`src/rtl/alu_load_sequencer_if.sv`:
```
`timescale 1ns/1ps
`default_nettype none
// ============================================================================
// Module   : alu_load_sequencer_if
// Purpose  : Board-side and ALU-side signal bundle for alu_load_sequencer.
//            slave  = sequencer view, master = board / ALU / testbench view.
// Revision : 1.0  initial release
// ============================================================================
interface alu_load_sequencer_if #(
  parameter int NB_DATA = 8,
  parameter int NB_OP   = 6
);
  logic               i_button;
  logic [NB_DATA-1:0] i_switches;
  logic [NB_DATA-1:0] i_alu_result;
  logic [NB_DATA-1:0] o_data_a;
  logic [NB_DATA-1:0] o_data_b;
  logic [NB_OP-1:0]   o_operation;
  logic [NB_DATA-1:0] o_result;
  logic               o_valid;
  logic [2:0]         o_state;
  logic               o_op_err;

  modport slave (
    input  i_button, i_switches, i_alu_result,
    output o_data_a, o_data_b, o_operation, o_result, o_valid, o_state, o_op_err
  );

  modport master (
    output i_button, i_switches, i_alu_result,
    input  o_data_a, o_data_b, o_operation, o_result, o_valid, o_state, o_op_err
  );
endinterface
`default_nettype wire

```
`src/rtl/alu_load_sequencer.sv`:
```
`timescale 1ns/1ps
`default_nettype none
// ============================================================================
// Module   : alu_load_sequencer
// Purpose  : Single-button sequencer for the ALU operand/opcode path.
//            A debounced "enter" button steps LOAD_A -> LOAD_B -> LOAD_OP ->
//            EXEC -> SHOW, latching the switches into A, B and the opcode,
//            then capturing and holding the ALU result for display.
// Options  : ALU_SEQ_OPCODE_CHECK_EN - reject unsupported opcodes in LOAD_OP
//            and pulse o_op_err; when undefined every opcode is accepted.
// Revision : 1.0  initial release
// ============================================================================
module alu_load_sequencer #(
  parameter int NB_DATA         = 8,
  parameter int NB_OP           = 6,
  parameter int DEBOUNCE_CYCLES = 4
) (
  input  wire logic           i_clock,
  input  wire logic           i_reset,
  alu_load_sequencer_if.slave bus
);

  // A counter of at least one bit keeps DEBOUNCE_CYCLES == 1 legal.
  localparam int c_CNT_W = (DEBOUNCE_CYCLES > 1) ? $clog2(DEBOUNCE_CYCLES) : 1;
  localparam logic [c_CNT_W-1:0] c_CNT_LAST = c_CNT_W'(DEBOUNCE_CYCLES - 1);

  typedef enum logic [2:0] {
    ST_LOAD_A  = 3'd0,
    ST_LOAD_B  = 3'd1,
    ST_LOAD_OP = 3'd2,
    ST_EXEC    = 3'd3,
    ST_SHOW    = 3'd4
  } state_t;

  state_t             r_state;
  state_t             w_next_state;

  logic               r_btn_meta;
  logic               r_btn_sync;
  logic               r_btn_db;
  logic               r_btn_db_q;
  logic [c_CNT_W-1:0] r_db_cnt;
  logic               w_press;

  logic [NB_DATA-1:0] r_data_a;
  logic [NB_DATA-1:0] r_data_b;
  logic [NB_OP-1:0]   r_operation;
  logic [NB_DATA-1:0] r_result;
  logic               r_valid;
  logic               r_op_err;

  logic               w_op_ok;
  logic               w_load_a;
  logic               w_load_b;
  logic               w_load_op;
  logic               w_capture;
  logic               w_clear_valid;
  logic               w_op_reject;

  // Two-flop synchronizer for the raw, asynchronous button level.
  always_ff @(posedge i_clock or negedge i_reset) begin
    if (!i_reset) begin
      r_btn_meta <= 1'b0;
      r_btn_sync <= 1'b0;
    end else begin
      r_btn_meta <= bus.i_button;
      r_btn_sync <= r_btn_meta;
    end
  end

  // Accept a level change only after it has been stable long enough; any
  // return to the accepted level restarts the count.
  always_ff @(posedge i_clock or negedge i_reset) begin
    if (!i_reset) begin
      r_btn_db   <= 1'b0;
      r_btn_db_q <= 1'b0;
      r_db_cnt   <= '0;
    end else begin
      r_btn_db_q <= r_btn_db;
      if (r_btn_sync != r_btn_db) begin
        if (r_db_cnt == c_CNT_LAST) begin
          r_btn_db <= ~r_btn_db;
          r_db_cnt <= '0;
        end else begin
          r_db_cnt <= r_db_cnt + c_CNT_W'(1);
        end
      end else begin
        r_db_cnt <= '0;
      end
    end
  end

  // One-cycle pulse per accepted rising edge of the debounced level.
  assign w_press = r_btn_db & ~r_btn_db_q;

`ifdef ALU_SEQ_OPCODE_CHECK_EN
  // Only the opcodes the ALU implements may be loaded.
  always_comb begin
    w_op_ok = 1'b0;
    case (bus.i_switches[NB_OP-1:0])
      NB_OP'(6'b100000),
      NB_OP'(6'b100010),
      NB_OP'(6'b100100),
      NB_OP'(6'b100101),
      NB_OP'(6'b100110),
      NB_OP'(6'b100111),
      NB_OP'(6'b000011),
      NB_OP'(6'b000010): w_op_ok = 1'b1;
      default:           w_op_ok = 1'b0;
    endcase
  end
`else
  // Without the check every opcode is accepted, so o_op_err never fires.
  assign w_op_ok = 1'b1;
`endif

  // Next-state and load-enable decode; EXEC lasts exactly one cycle and
  // ignores the button, unknown codes fall back to LOAD_A untouched.
  always_comb begin
    w_next_state  = r_state;
    w_load_a      = 1'b0;
    w_load_b      = 1'b0;
    w_load_op     = 1'b0;
    w_capture     = 1'b0;
    w_clear_valid = 1'b0;
    w_op_reject   = 1'b0;
    case (r_state)
      ST_LOAD_A: begin
        if (w_press) begin
          w_load_a     = 1'b1;
          w_next_state = ST_LOAD_B;
        end
      end
      ST_LOAD_B: begin
        if (w_press) begin
          w_load_b     = 1'b1;
          w_next_state = ST_LOAD_OP;
        end
      end
      ST_LOAD_OP: begin
        if (w_press) begin
          if (w_op_ok) begin
            w_load_op    = 1'b1;
            w_next_state = ST_EXEC;
          end else begin
            w_op_reject  = 1'b1;
          end
        end
      end
      ST_EXEC: begin
        w_capture    = 1'b1;
        w_next_state = ST_SHOW;
      end
      ST_SHOW: begin
        if (w_press) begin
          w_clear_valid = 1'b1;
          w_next_state  = ST_LOAD_A;
        end
      end
      default: begin
        w_next_state = ST_LOAD_A;
      end
    endcase
  end

  // State register.
  always_ff @(posedge i_clock or negedge i_reset) begin
    if (!i_reset) begin
      r_state <= ST_LOAD_A;
    end else begin
      r_state <= w_next_state;
    end
  end

  // Operand, opcode and result registers; each only changes in its own step.
  always_ff @(posedge i_clock or negedge i_reset) begin
    if (!i_reset) begin
      r_data_a    <= '0;
      r_data_b    <= '0;
      r_operation <= '0;
      r_result    <= '0;
      r_valid     <= 1'b0;
      r_op_err    <= 1'b0;
    end else begin
      if (w_load_a) begin
        r_data_a <= bus.i_switches;
      end
      if (w_load_b) begin
        r_data_b <= bus.i_switches;
      end
      if (w_load_op) begin
        r_operation <= bus.i_switches[NB_OP-1:0];
      end
      if (w_capture) begin
        r_result <= bus.i_alu_result;
        r_valid  <= 1'b1;
      end else if (w_clear_valid) begin
        r_valid  <= 1'b0;
      end
      r_op_err <= w_op_reject;
    end
  end

  assign bus.o_data_a    = r_data_a;
  assign bus.o_data_b    = r_data_b;
  assign bus.o_operation = r_operation;
  assign bus.o_result    = r_result;
  assign bus.o_valid     = r_valid;
  assign bus.o_state     = r_state;
  assign bus.o_op_err    = r_op_err;

endmodule
`default_nettype wire

```
`src/flat_wrapper.sv`:
```
// flat-port wrapper written by rule: the top's interface ports become plain ports
module alu_load_sequencer_flat 
#(
  parameter int NB_DATA         = 8,
  parameter int NB_OP           = 6,
  parameter int DEBOUNCE_CYCLES = 4
)
  (i_clock, i_reset, bus_i_button, bus_i_switches, bus_i_alu_result, bus_o_data_a, bus_o_data_b, bus_o_operation, bus_o_result, bus_o_valid, bus_o_state, bus_o_op_err);
  alu_load_sequencer_if #(.NB_DATA(NB_DATA), .NB_OP(NB_OP)) bus_i ();
  input  wire logic i_clock;
  input  wire logic i_reset;
  input wire logic [$bits(bus_i.i_button)-1:0] bus_i_button;
  input wire logic [$bits(bus_i.i_switches)-1:0] bus_i_switches;
  input wire logic [$bits(bus_i.i_alu_result)-1:0] bus_i_alu_result;
  output wire logic [$bits(bus_i.o_data_a)-1:0] bus_o_data_a;
  output wire logic [$bits(bus_i.o_data_b)-1:0] bus_o_data_b;
  output wire logic [$bits(bus_i.o_operation)-1:0] bus_o_operation;
  output wire logic [$bits(bus_i.o_result)-1:0] bus_o_result;
  output wire logic [$bits(bus_i.o_valid)-1:0] bus_o_valid;
  output wire logic [$bits(bus_i.o_state)-1:0] bus_o_state;
  output wire logic [$bits(bus_i.o_op_err)-1:0] bus_o_op_err;
  assign bus_i.i_button = bus_i_button;
  assign bus_i.i_switches = bus_i_switches;
  assign bus_i.i_alu_result = bus_i_alu_result;
  assign bus_o_data_a = bus_i.o_data_a;
  assign bus_o_data_b = bus_i.o_data_b;
  assign bus_o_operation = bus_i.o_operation;
  assign bus_o_result = bus_i.o_result;
  assign bus_o_valid = bus_i.o_valid;
  assign bus_o_state = bus_i.o_state;
  assign bus_o_op_err = bus_i.o_op_err;
  alu_load_sequencer #(.NB_DATA(NB_DATA), .NB_OP(NB_OP), .DEBOUNCE_CYCLES(DEBOUNCE_CYCLES)) u_core (.i_clock(i_clock), .i_reset(i_reset), .bus(bus_i));
endmodule
```
`config.mk`:
```
export PLATFORM = sky130hd
export DESIGN_NAME = alu_load_sequencer_flat
export DESIGN_NICKNAME = d
export VERILOG_FILES = /design/src/rtl/alu_load_sequencer_if.sv /design/src/rtl/alu_load_sequencer.sv /design/src/flat_wrapper.sv
export SDC_FILE = /design/constraint.sdc
export NUM_CORES = 1
export LEC_CHECK = 0
export ABC_CLOCK_PERIOD_IN_PS = 1900
export CORE_UTILIZATION = 46
export CTS_BUF_LIST = sky130_fd_sc_hd__clkbuf_8
export CTS_CLUSTER_DIAMETER = 150
export CTS_CLUSTER_SIZE = 20
export DETAILED_ROUTE_END_ITERATION = 10
export GPL_TIMING_DRIVEN = 0
export PLACE_DENSITY = 0.88
export SKIP_CTS_REPAIR_TIMING = 1
export SYNTH_ARGS = -nofsm -noshare
export SYNTH_HDL_FRONTEND = slang
export SYNTH_SLANG_ARGS = --single-unit
```
`constraint.sdc`:
```
create_clock -name i_clock -period 1.9 [get_ports i_clock]
set_input_delay 0.285 -clock i_clock [delete_from_list [all_inputs] [get_ports i_clock]]
set_output_delay 0.285 -clock i_clock [all_outputs]
set_load 0.005 [all_outputs]
```
# --- Word level (Yosys, flattened, before mapping) ---
# Cells that the tools add are included.
op_classes:
  add_sub_neg: 1
  n_eq_ne: 10
  muxes: 15
  bitwise: 3
  n_reduce_logical: 4
op_table:
  columns: ["op", "count"]
  rows:
  - ["case mux 3 bit (5 select lines)", 1]
  - ["2-to-1 mux 3 bit", 4]
  - ["2-to-1 mux 1 bit", 8]
  - ["inequality test 2 x 1 -> 1 bit, second input constant", 4]
  - ["== test 3 x 2 -> 1 bit, second input constant", 2]
  - ["2-to-1 mux 2 bit", 2]
  - ["AND reduction 4 bit", 1]
  - ["== test 3 x 1 -> 1 bit, second input constant", 1]
  - ["== test 3 bit, second input constant", 1]
  - ["logical NOT 3 bit", 1]
  - ["adder 2 x 1 -> 2 bit, second input constant", 1]
  - ["== test 2 bit, second input constant", 1]
  - ["NOT 1 bit", 2]
  - ["AND reduction 2 bit", 1]
  - ["nonzero test 2 bit", 1]
  - ["bitwise AND 1 bit", 1]
  - ["inequality test 1 bit", 1]
totals:
  reg_bits: 40
  inputBits: 19
  elab_cells: 44

# --- Longest topological paths before layout ---
depth:
  word_depth: 6
  ltp_mapped: 4

# --- Worst setup path after synthesis ---
# OpenSTA, ideal clock, no wires.
synth_timing:
  kind: "register -> register"
  from: "register u_core.r_state[1], in the netlist u_core.bus.o_state[1]"
  to: "register u_core.r_data_b[0], in the netlist u_core.bus.o_data_b[0]"
  setup_ns: 0.125
  arrival_ns: 1.255
  t_required_ns: 1.775
  setup_slack_ns: 0.520
  stages_incl_launch_ff: 5
  synth_period_minus_slack_ns: 1.380
  path_cell_list: "dfrtp_1 > nor3_2 > and3_1 > buf_6 > mux2_2"
synth_via:
  elab_chain_len: 2
synth_lines:
  columns: ["item", "line_no", "rtl"]
  rows:
  - ["from (decl)", "alu_load_sequencer.sv:35", "state_t r_state;"]
  - ["from (signal assigned)", "alu_load_sequencer.sv:171", "r_state <= w_next_state;"]
  - ["== test 3 x 1 -> 1 bit", "alu_load_sequencer.sv:127", "case (r_state)"]
  - ["2-to-1 mux 1 bit", "alu_load_sequencer.sv:127", null]
  - ["to (signal assigned)", "alu_load_sequencer.sv:189", "r_data_b <= bus.i_switches;"]
  - ["to (decl)", "alu_load_sequencer.sv:46", "logic [NB_DATA-1:0] r_data_b;"]
# No other way between the ends.
# A chain may end at the register's enable or synchronous reset.

# --- Final worst setup path ---
layout_timing:
  from: "register u_core.r_state[2], in the netlist u_core.bus.o_state[2]"
  to: "output bus_o_state[2]"
layout_rtl:
  columns: ["item", "line_no", "rtl"]
  rows:
  - ["to (decl)", "flat_wrapper.sv:20", "output wire logic [$bits(bus_i.o_state)-1:0] bus_o_state;"]
# No word-level cell between the ends.

==> results.toml <==
[floorplan]
die_h_um = 59.94
initial_core_util_pct = 49.36
core_area_um2 = 3128
rows = 20
die_area_um2 = 3592
ios = 54
die_w_um = 59.94

[yosys]
synth.most_common_cell = "dfrtp_1"
synth_top_area_share_pct = 64.83
synth_edf_count = 0
synthCells = 98
synth_ff_type = "dfrtp_1"
yosysWarnings = 0
yosys-top-cells-area = "dfrtp_1 65%, mux2_2 23%, nor2b_1 1.2%"
syn-num-nets = 118
yosysSeqAreaShare_pct = 64.83
ys_ff_latch = 40
yosys.area.top_type = "dfrtp_1"
synthTopCellsByCount = "40 x dfrtp_1, 31 x mux2_2, 3 x inv_1, 3 x nor2b_1"
avgSynthCellArea_um2 = 15.75
synth.distinct_cells = 23
synthArstFlopShare_pct = 100.0
netlist_area_um2 = 1544

[setup_path]
path_delay_family = "buffers and inverters"
end_kind = "output pin"
cp.required_ns = 1.62
slowest_stage = "clkdlybuf4s50_1"
critPathBufInv = 1
cp-start-kind = "flop"
crit_chain = "clkdlybuf4s50_1"
cp_data_arrival_time_ns = 1.30
slowest_delay_ns = 0.54
cp_max_fo = 7
critPathKind = "flop to output pin"

[detailed_routing]
highest_layer = "met4"
wl_met2_mm = 1.787
viasPerCell = 4.985
drc = 0
firstDrtPassIters = 4
dr_wl_met3_um = 74
drt_iter0_drc = 22
met1_length_mm = 1.248
final_antenna_net_count = 0
routed_wl_mm = 3.183
routedWlPerCell_um = 15.76
vias = 1007

[sta]
fin_crit_sh_pct = 83.36
worst_pin_slew_ns = 0.8607
finClkSkew_ns = 0.005478
setup_viol = 0
final_hold_viol_count = 0
hold_slack_ns = 0.1089
fin_crit_ns = 1.584
rsz0062_at_grt = "false"
slew_violations = 0
fmax_mhz = 631.4
relSlewSlack_pct = 42.62
tns_ns = 0

[finish]
area_delta_synth_final_pct = 42.95
n_antenna_cell = 0
drive_gt1_share_pct = 30.38
fin_nets = 177

[power_and_ir_drop]
pwr-share-comb_pct = 43.7
switching_share_pct = 28.90
power_density_nw_per_um2 = 1689
total_power_mw = 3.727
power.net_switching_mw = 1.077
leakage_nw = 0.9480
p_int_mw = 2.650
clkPwrFrac_pct = 15.1
max-vdd-ir-drop_v = 0.001132
seqPwrFrac_pct = 41.2

[clocking]
cts.path.max_buffers = 2
cts_sinks = 40
clk_pin_slew_ns = 0.07
cts_tree = "done"
cts_made_buffers = 5
insertion_delay_ns = 0.28
cts_root_buf = "clkbuf_8"
cts_max_level = 2

[placed_design]
portBuffers = 52
post-dp-hpwl_mm = 2.367
gp_congestion = 0.7521

[status]
outcome = "finished, final reports clean"

[job]
drv_cap = 0

[worst_hold_path]
min_path_type = "input port to asynchronous set/reset pin"

[global_route]
grt_pass1_wl_mm = 5.057
grt_max_degree = 41
antenna_found_initial = 0
grt_pass1_vias = 1054
gr-total-overflow = 0
gr-usage-all-layers_pct = 20.28
[through the flow]
step	utilization [%]	setup slack [ns]	instances	area (um^2)
after floorplan	-	0.5198	98	1544
after global placement	67.76	-0.2944	194	2120
after detailed placement	67.60	0.4002	194	2115
after CTS	70.56	0.3124	202	2207
after global routing	70.56	0.2478	202	2207
final	70.56	0.3161	202	2207
[per-layer routing]
layer  track usage (%)  up-vias
met2             35.08       20
met4             11.96        0
met3             4.113        7
met5                 0        -
li1                  -      457
met1             23.01      523
[final timing paths]
path / from / end / slack [ns] / depth (start not counted)
setup / recovery: u_core.bus.o_state[2] / bus_o_state[2] / 0.32 / 1
min in group i_clock: u_core.r_btn_meta / u_core.r_btn_sync / 0.36 / 0
hold reg to reg: u_core.r_btn_meta / u_core.r_btn_sync / 0.36 / 0
hold / removal: i_reset / u_core.bus.o_result[7] / 0.11 / 1
max in group asynchronous: i_reset / u_core.bus.o_operation[0] / 1.25 / 1
setup reg to reg: u_core.bus.o_state[1] / u_core.bus.o_data_b[2] / 0.40 / 4
[cells in the final DEF, fill, tap and decap left out]
| cell type | n |
|---|---|
| dfrtp_1 | 40 |
| a21oi_1 | 1 |
| nand2_2 | 1 |
| nor2_1 | 2 |
| buf_2 | 1 |
| a31oi_1 | 1 |
| xnor2_1 | 1 |
| nor2b_1 | 3 |
| and2b_2 | 2 |
| ha_1 | 1 |
| buf_4 | 1 |
| o21ai_0 | 1 |
| nand3_2 | 1 |
| mux2i_1 | 1 |
| clkinv_2 | 2 |
| inv_1 | 3 |
| buf_6 | 1 |
| mux2_2 | 31 |
| o22a_1 | 1 |
| nand3_4 | 1 |
| clkbuf_8 | 6 |
| and3_1 | 1 |
| nor3_1 | 1 |
| clkdlybuf4s50_1 | 51 |
| conb_1 | 1 |
| nand3_1 | 1 |
| nor3_2 | 1 |
[power groups by stage]
stage          clock network, mW  logic [mW]  registers, mW
2_1_floorplan                  0       0.680           1.54
3_3_place_gp                   0        1.57           1.51
3_5_place_dp                   0        1.65           1.55
4_1_cts                    0.578        1.66           1.53
5_1_grt                    0.608        1.76           1.59
6_report                   0.562        1.63           1.53
[state kept, by name, indices dropped and copies added, names as in the netlist]
name,flops
u_core.r_btn_sync,1
u_core.bus.o_valid,1
u_core.bus.o_state,3
u_core.bus.o_data_a,8
u_core.r_btn_db,1
u_core.bus.o_result,8
u_core.r_btn_db_q,1
u_core.r_btn_meta,1
u_core.bus.o_operation,6
u_core.bus.o_data_b,8
u_core.r_db_cnt,2
[cell type report]
type | instances | area [um^2]
fill | 246 | 920.9
multi-input combinational | 53 | 513.0
inverter | 3 | 11.26
timing repair buffer | 52 | 515.5
clock buffer | 6 | 82.58
sequential | 40 | 1001
clock inverter | 2 | 10.01
tap | 44 | 55.05
buffer | 2 | 18.77
[kinds of logic (layout without fill, tap and decap cells)]
| logic type | after synthesis | count (layout) | share of synthesized area, % |
|---|---|---|---|
| adder cells (fa/ha/maj) | 1 | 1 | 0.8102 |
| buffers and inverters | 5 | 65 | 1.945 |
| XOR/XNOR | 1 | 1 | 0.5674 |
| AO/OA/AOI/OAI | 4 | 4 | 1.620 |
| multiplexers | 32 | 32 | 23.26 |
| other | 1 | 1 | 0.2429 |
| AND/OR/NAND/NOR | 14 | 14 | 6.727 |
| flip-flops | 40 | 40 | 64.83 |
Note: power is estimated with default switching activity, not from simulation.
